### src/rtl/ram_arb_pkg.sv
// ram_arb_pkg: shared FSM states, owner codes and default geometry for the RAM port arbiter.
// Latency: none (types and constants only).
// Backpressure: none (types and constants only).
package ram_arb_pkg;

  typedef enum logic [1:0] {
    IDLE  = 2'd0,
    ISSUE = 2'd1,
    WAIT  = 2'd2,
    DONE  = 2'd3
  } arb_state_e;

  localparam logic OWN_CPU = 1'b0;
  localparam logic OWN_DBG = 1'b1;

  localparam int ADDR_W_DEF = 9;
  localparam int DATA_W_DEF = 32;
  localparam int RD_LAT_DEF = 1;

endpackage

### src/rtl/ram_arb_pick.sv
// ram_arb_pick: combinational winner selection between the CPU and debug requesters.
// Latency: 0 cycles (pure combinational).
// Backpressure: none; the losing request is simply not granted and stays pending upstream.
// Ports: prio_dbg_i (only with RAM_ARB_ROUND_ROBIN_EN: 1 = debug wins a tie),
//        cpu_req_i/dbg_req_i requests, grant_vld_o any request, grant_dbg_o debug wins.
module ram_arb_pick (
`ifdef RAM_ARB_ROUND_ROBIN_EN
  input  logic prio_dbg_i,
`endif
  input  logic cpu_req_i,
  input  logic dbg_req_i,
  output logic grant_vld_o,
  output logic grant_dbg_o
);

  assign grant_vld_o = cpu_req_i | dbg_req_i;

`ifdef RAM_ARB_ROUND_ROBIN_EN
  // Debug wins when alone, or on a tie when the pointer says it is its turn.
  assign grant_dbg_o = dbg_req_i & (~cpu_req_i | prio_dbg_i);
`else
  // Fixed priority: CPU always wins a tie.
  assign grant_dbg_o = dbg_req_i & ~cpu_req_i;
`endif

endmodule

### src/rtl/ram_port_arbiter.sv
// ram_port_arbiter: shares one single-port RAM between the CPU MAR/MDR path and a debug/loader port.
// Latency: sample-to-done 1 cycle for writes, 1+RD_LAT cycles for reads; one access in flight.
// Backpressure: requests are held by the master until done; the loser waits, sampled only in IDLE.
// Ports: Clock/Reset (async, active-high); cpu_* and dbg_* request ports with registered
//        *_rdata and one-cycle *_done; owner_dbg; ram_* command/data towards the RAM macro.
// Option: define RAM_ARB_ROUND_ROBIN_EN for alternating tie-break, otherwise CPU has fixed priority.
module ram_port_arbiter
  import ram_arb_pkg::*;
#(
  parameter int ADDR_W = ADDR_W_DEF,
  parameter int DATA_W = DATA_W_DEF,
  parameter int RD_LAT = RD_LAT_DEF
) (
  input  logic              Clock,
  input  logic              Reset,
  input  logic              cpu_req,
  input  logic              cpu_we,
  input  logic [ADDR_W-1:0] cpu_addr,
  input  logic [DATA_W-1:0] cpu_wdata,
  output logic [DATA_W-1:0] cpu_rdata,
  output logic              cpu_done,
  input  logic              dbg_req,
  input  logic              dbg_we,
  input  logic [ADDR_W-1:0] dbg_addr,
  input  logic [DATA_W-1:0] dbg_wdata,
  output logic [DATA_W-1:0] dbg_rdata,
  output logic              dbg_done,
  output logic              owner_dbg,
  output logic [ADDR_W-1:0] ram_addr,
  output logic [DATA_W-1:0] ram_wdata,
  output logic              ram_we,
  output logic              ram_re,
  input  logic [DATA_W-1:0] ram_rdata
);

  localparam int CNT_W = $clog2(RD_LAT + 1);

  arb_state_e       state_q;
  logic             owner_q;
  logic             we_q;
  logic [CNT_W-1:0] cnt_q;
  logic             grant_vld;
  logic             grant_dbg;

`ifdef RAM_ARB_ROUND_ROBIN_EN
  logic             prio_dbg_q;
`endif

  ram_arb_pick u_pick (
`ifdef RAM_ARB_ROUND_ROBIN_EN
    .prio_dbg_i  (prio_dbg_q),
`endif
    .cpu_req_i   (cpu_req),
    .dbg_req_i   (dbg_req),
    .grant_vld_o (grant_vld),
    .grant_dbg_o (grant_dbg)
  );

  // ram_addr/ram_wdata double as the transaction latches, so late changes on
  // the request ports cannot leak into an access already granted.
  always_ff @(posedge Clock or posedge Reset) begin
    if (Reset) begin
      state_q    <= IDLE;
      owner_q    <= OWN_CPU;
      we_q       <= 1'b0;
      cnt_q      <= '0;
      ram_addr   <= '0;
      ram_wdata  <= '0;
      ram_we     <= 1'b0;
      ram_re     <= 1'b0;
      cpu_rdata  <= '0;
      dbg_rdata  <= '0;
      cpu_done   <= 1'b0;
      dbg_done   <= 1'b0;
      owner_dbg  <= 1'b0;
`ifdef RAM_ARB_ROUND_ROBIN_EN
      prio_dbg_q <= OWN_CPU;
`endif
    end else begin
      // Strobes and done pulses are single-cycle unless re-armed below.
      ram_we   <= 1'b0;
      ram_re   <= 1'b0;
      cpu_done <= 1'b0;
      dbg_done <= 1'b0;
      case (state_q)
        IDLE: begin
          if (grant_vld) begin
            owner_q   <= grant_dbg;
            owner_dbg <= grant_dbg;
            we_q      <= grant_dbg ? dbg_we    : cpu_we;
            ram_addr  <= grant_dbg ? dbg_addr  : cpu_addr;
            ram_wdata <= grant_dbg ? dbg_wdata : cpu_wdata;
            ram_we    <= grant_dbg ? dbg_we    : cpu_we;
            ram_re    <= grant_dbg ? ~dbg_we   : ~cpu_we;
`ifdef RAM_ARB_ROUND_ROBIN_EN
            // Next tie goes to whoever did not just win.
            prio_dbg_q <= ~grant_dbg;
`endif
            state_q   <= ISSUE;
          end
        end
        ISSUE: begin
          if (we_q) begin
            cpu_done <= (owner_q == OWN_CPU);
            dbg_done <= (owner_q == OWN_DBG);
            state_q  <= DONE;
          end else begin
            cnt_q   <= CNT_W'(RD_LAT);
            state_q <= WAIT;
          end
        end
        WAIT: begin
          if (cnt_q == CNT_W'(1)) begin
            if (owner_q == OWN_DBG) begin
              dbg_rdata <= ram_rdata;
            end else begin
              cpu_rdata <= ram_rdata;
            end
            cpu_done <= (owner_q == OWN_CPU);
            dbg_done <= (owner_q == OWN_DBG);
            state_q  <= DONE;
          end else begin
            cnt_q <= cnt_q - CNT_W'(1);
          end
        end
        DONE: begin
          owner_dbg <= 1'b0;
          state_q   <= IDLE;
        end
        default: state_q <= IDLE;
      endcase
    end
  end

endmodule
### config.mk
export PLATFORM = sky130hd
export DESIGN_NAME = ram_port_arbiter
export DESIGN_NICKNAME = d
export VERILOG_FILES = /design/src/rtl/ram_arb_pkg.sv /design/src/rtl/ram_arb_pick.sv /design/src/rtl/ram_port_arbiter.sv
export SDC_FILE = /design/constraint.sdc
export NUM_CORES = 1
export LEC_CHECK = 0
export CAP_MARGIN = 15
export CORE_MARGIN = 2
export CORE_UTILIZATION = 42
export CTS_BUF_LIST = sky130_fd_sc_hd__clkbuf_16
export DETAILED_ROUTE_END_ITERATION = 10
export GPL_TIMING_DRIVEN = 1
export PLACE_DENSITY = 0.81
export SLEW_MARGIN = 20
export SYNTH_ARGS = -nofsm -noshare
export SYNTH_HDL_FRONTEND = slang
export SYNTH_SLANG_ARGS = --single-unit
### constraint.sdc
create_clock -name Clock -period 4.1 [get_ports Clock]
set_input_delay 0.82 -clock Clock [delete_from_list [all_inputs] [get_ports Clock]]
set_output_delay 0.82 -clock Clock [all_outputs]
set_load 0.01 [all_outputs]
==> results.json <==
{
  "setup_viol": 0,
  "crit_buf_inv": 2,
  "cts-htree-levels": 4,
  "yosysMostFrequentCell": "dfrtp_1",
  "start_util_pct": 42.69,
  "drive_gt1_share_pct": 16.56,
  "clk_pin_slew_ns": 0.05,
  "reg2reg_from": "state_q[0]$_DFFE_PP0P_",
  "cap_viol_max_count": 0,
  "nNetsFinal": 717,
  "cts_resized": 0,
  "utilization_pct": 66.36,
  "postSynthAreaPerCell_um2": 14.14,
  "rows": 40,
  "critPathLaunchType": "input pin",
  "ys_seq_elements": 115,
  "overflow": 0,
  "max_freq_mhz": 429.6,
  "synth-edff-count": 0,
  "syn_nets": 486,
  "clockBufferDepth": 2,
  "portBuffers": 229,
  "worst-path-stages": 5,
  "crit_family": "buffers and inverters",
  "insertion_delay_ns": 0.41,
  "dp_hpwl_um": 9200,
  "synth_commonest_cells": "dfrtp_1, mux2_4, mux2i_1, nand2_1, o21ai_0",
  "r2r_cells": 4,
  "clockRootBuffer": "clkbuf_16",
  "maxSlewHeadroom_pct": 38.87,
  "ios": 230,
  "placed_cells": 720,
  "total_power_mw": 6.226,
  "cp.required_ns": 4.34,
  "cpPeakStageDelay_ns": 0.59,
  "syn_to_final_growth_pct": 55.45,
  "routabilityCongestion": 0.7603,
  "cp_slowest_cell": "clkdlybuf4s50_1",
  "wl_per_cell_um": 17.22,
  "startpoint": "cpu_req",
  "power_density_mw_per_mm2": 784.4,
  "worstPathMaxFanout": 42,
  "antenna_found_initial": 0,
  "setup_tns_ns": 0,
  "synthArstFlopShare_pct": 100.0,
  "hp-class": "flop to flop",
  "fin_cells": 751,
  "p_leak_nw": 3.762,
  "yosys-top-cells-area": "dfrtp_1, mux2_4, mux2i_1",
  "period_share_pct": 56.77,
  "grt_pass1_vias": 3936,
  "final_antenna_net_count": 0,
  "grt_pass1_wl_um": 20580,
  "ys.flop_type": "dfrtp_1",
  "grt_use_total_pct": 20.64,
  "clock_skew_ns": 0.005515,
  "synth_area_mm2": 0.005106,
  "numCtsBuffers": 17,
  "r2r_slack_ns": 2.02,
  "vias": 3697,
  "grt_max_degree": 86,
  "worstSetupEndpointType": "flop",
  "netlist.area_leader.share_pct": 56.36,
  "ir_drop_mv": 0.2739,
  "vias_per_cell": 4.923,
  "setup.worst_path.end": "ram_wdata[21]$_DFFE_PP0P_",
  "slew_viol_final": 0,
  "final.fill_count": 847,
  "hold_viol": 0,
  "die_area_mm2": 0.01306,
  "yosys_warnings": 0,
  "status": "completed",
  "coreArea_mm2": 0.01196,
  "post_cts_buffers": 0,
  "crit_chain": "clkdlybuf4s50_1 -> nand2b_2 -> buf_4 -> mux2i_1 -> o21ai_0",
  "drt_iter0_drc": 193,
  "grt_setup_unrepaired": "no",
  "n_antenna_cell": 0,
  "cts_tree": "built",
  "critical_path_class": "input pin to flop",
  "seq_area_frac_synth_pct": 56.36,
  "syn_inst": 361,
  "cp_data_arrival_time_ns": 2.57,
  "holdBufCountCts": 0,
  "dr.pass1.iters": 4,
  "die_x_um": 114.3,
  "fin_crit_ns": 2.328,
  "worst-slew-pin-transition_ns": 0.9169,
  "synth_top_area_cell": "dfrtp_1",
  "die_h_um": 114.3,
  "drc": 0,
  "r2r_end": "dbg_rdata[10]$_DFFE_PP0P_",
  "clock-sinks": 115,
  "wl_um": 12940,
  "synth.distinct_cells": 28
}
state kept, by name, indices dropped and copies added, names as in the netlist, 2 cells and up:
| name | flops |
|---|---|
| ram_addr | 9 |
| ram_wdata | 32 |
| dbg_rdata | 32 |
| state_q | 2 |
| cpu_rdata | 32 |
stage by stage:
stage	hold slack, ns	setup slack [ns]	cell area [um2]
floorplan	0.5019	0.2359	5106
global placement	0.4620	1.431	7411
detailed placement	0.4701	1.337	7411
CTS	0.4820	1.772	7938
global route	0.4930	1.704	7938
finish	0.4758	1.772	7938
per-layer routing:
metal	track usage [%]	up-vias	wire, um
li1	-	1718	-
met3	8.470	21	1257
met5	0	-	0
met2	34.56	195	6249
met4	8.537	0	290
met1	23.42	1763	5138
power breakdown:
part	total [mW]	switching (mW)	internal (mW)
Clock	1.32	0.504	0.812
Sequential	2.05	0.348	1.71
Combinational	2.86	1.09	1.77
placed cells by master, fill, tap and decap left out, types with 3 or more instances in the layout:
cell type	instances
mux2_2	6
dfrtp_1	115
o21ai_1	10
clkdlybuf4s50_1	229
mux2i_1	43
clkbuf_16	17
a21oi_1	4
clkinv_2	4
nand2_1	43
inv_1	6
o21ai_0	32
nor2_1	5
nand2b_1	3
mux2_4	60
ha_1	5
worst register-to-register path, stage by stage (launching register included):
cell,delay (ns)
dfrtp_1,0.41
inv_1,0.13
ha_1,0.34
nand3_4,0.55
mux2_4,0.54
logic make-up (layout without fill, tap and decap cells):
| kind of cell | count (synthesis) | count (layout) | share of synthesized area [%] |
|---|---|---|---|
| flip-flops | 115 | 115 | 56.36 |
| multiplexers | 109 | 109 | 27.40 |
| AND/OR/NAND/NOR | 58 | 58 | 5.268 |
| AO/OA/AOI/OAI | 50 | 50 | 5.170 |
| buffers and inverters | 24 | 267 | 4.582 |
| adder cells (fa/ha/maj) | 5 | 5 | 1.225 |
how the worst min path moves through the flow:
stage	startpoint	depth (start not counted)	end	slack, ns
floorplan	owner_q$_DFFE_PP0P_	1	cpu_done$_DFF_PP0_	0.50
detailed placement	ram_wdata[11]$_DFFE_PP0P_	2	ram_wdata[11]$_DFFE_PP0P_	0.47
finish	ram_addr[4]$_DFFE_PP0P_	2	ram_addr[4]$_DFFE_PP0P_	0.48
global route	ram_addr[8]$_DFFE_PP0P_	2	ram_addr[8]$_DFFE_PP0P_	0.49
global placement	ram_addr[3]$_DFFE_PP0P_	2	ram_addr[3]$_DFFE_PP0P_	0.46
CTS	ram_wdata[11]$_DFFE_PP0P_	2	ram_wdata[11]$_DFFE_PP0P_	0.48
layout make-up:
type	instances	area, um2	share of cell area, %
inverter	4	17.52	0.2207
clock inverter	14	101.3	1.277
multi-input combinational	222	2004	25.25
timing repair buffer	232	2327	29.32
tap	147	183.9	2.317
clock buffer	17	425.4	5.359
sequential	115	2878	36.25
Power figures use the tool's default switching activity.
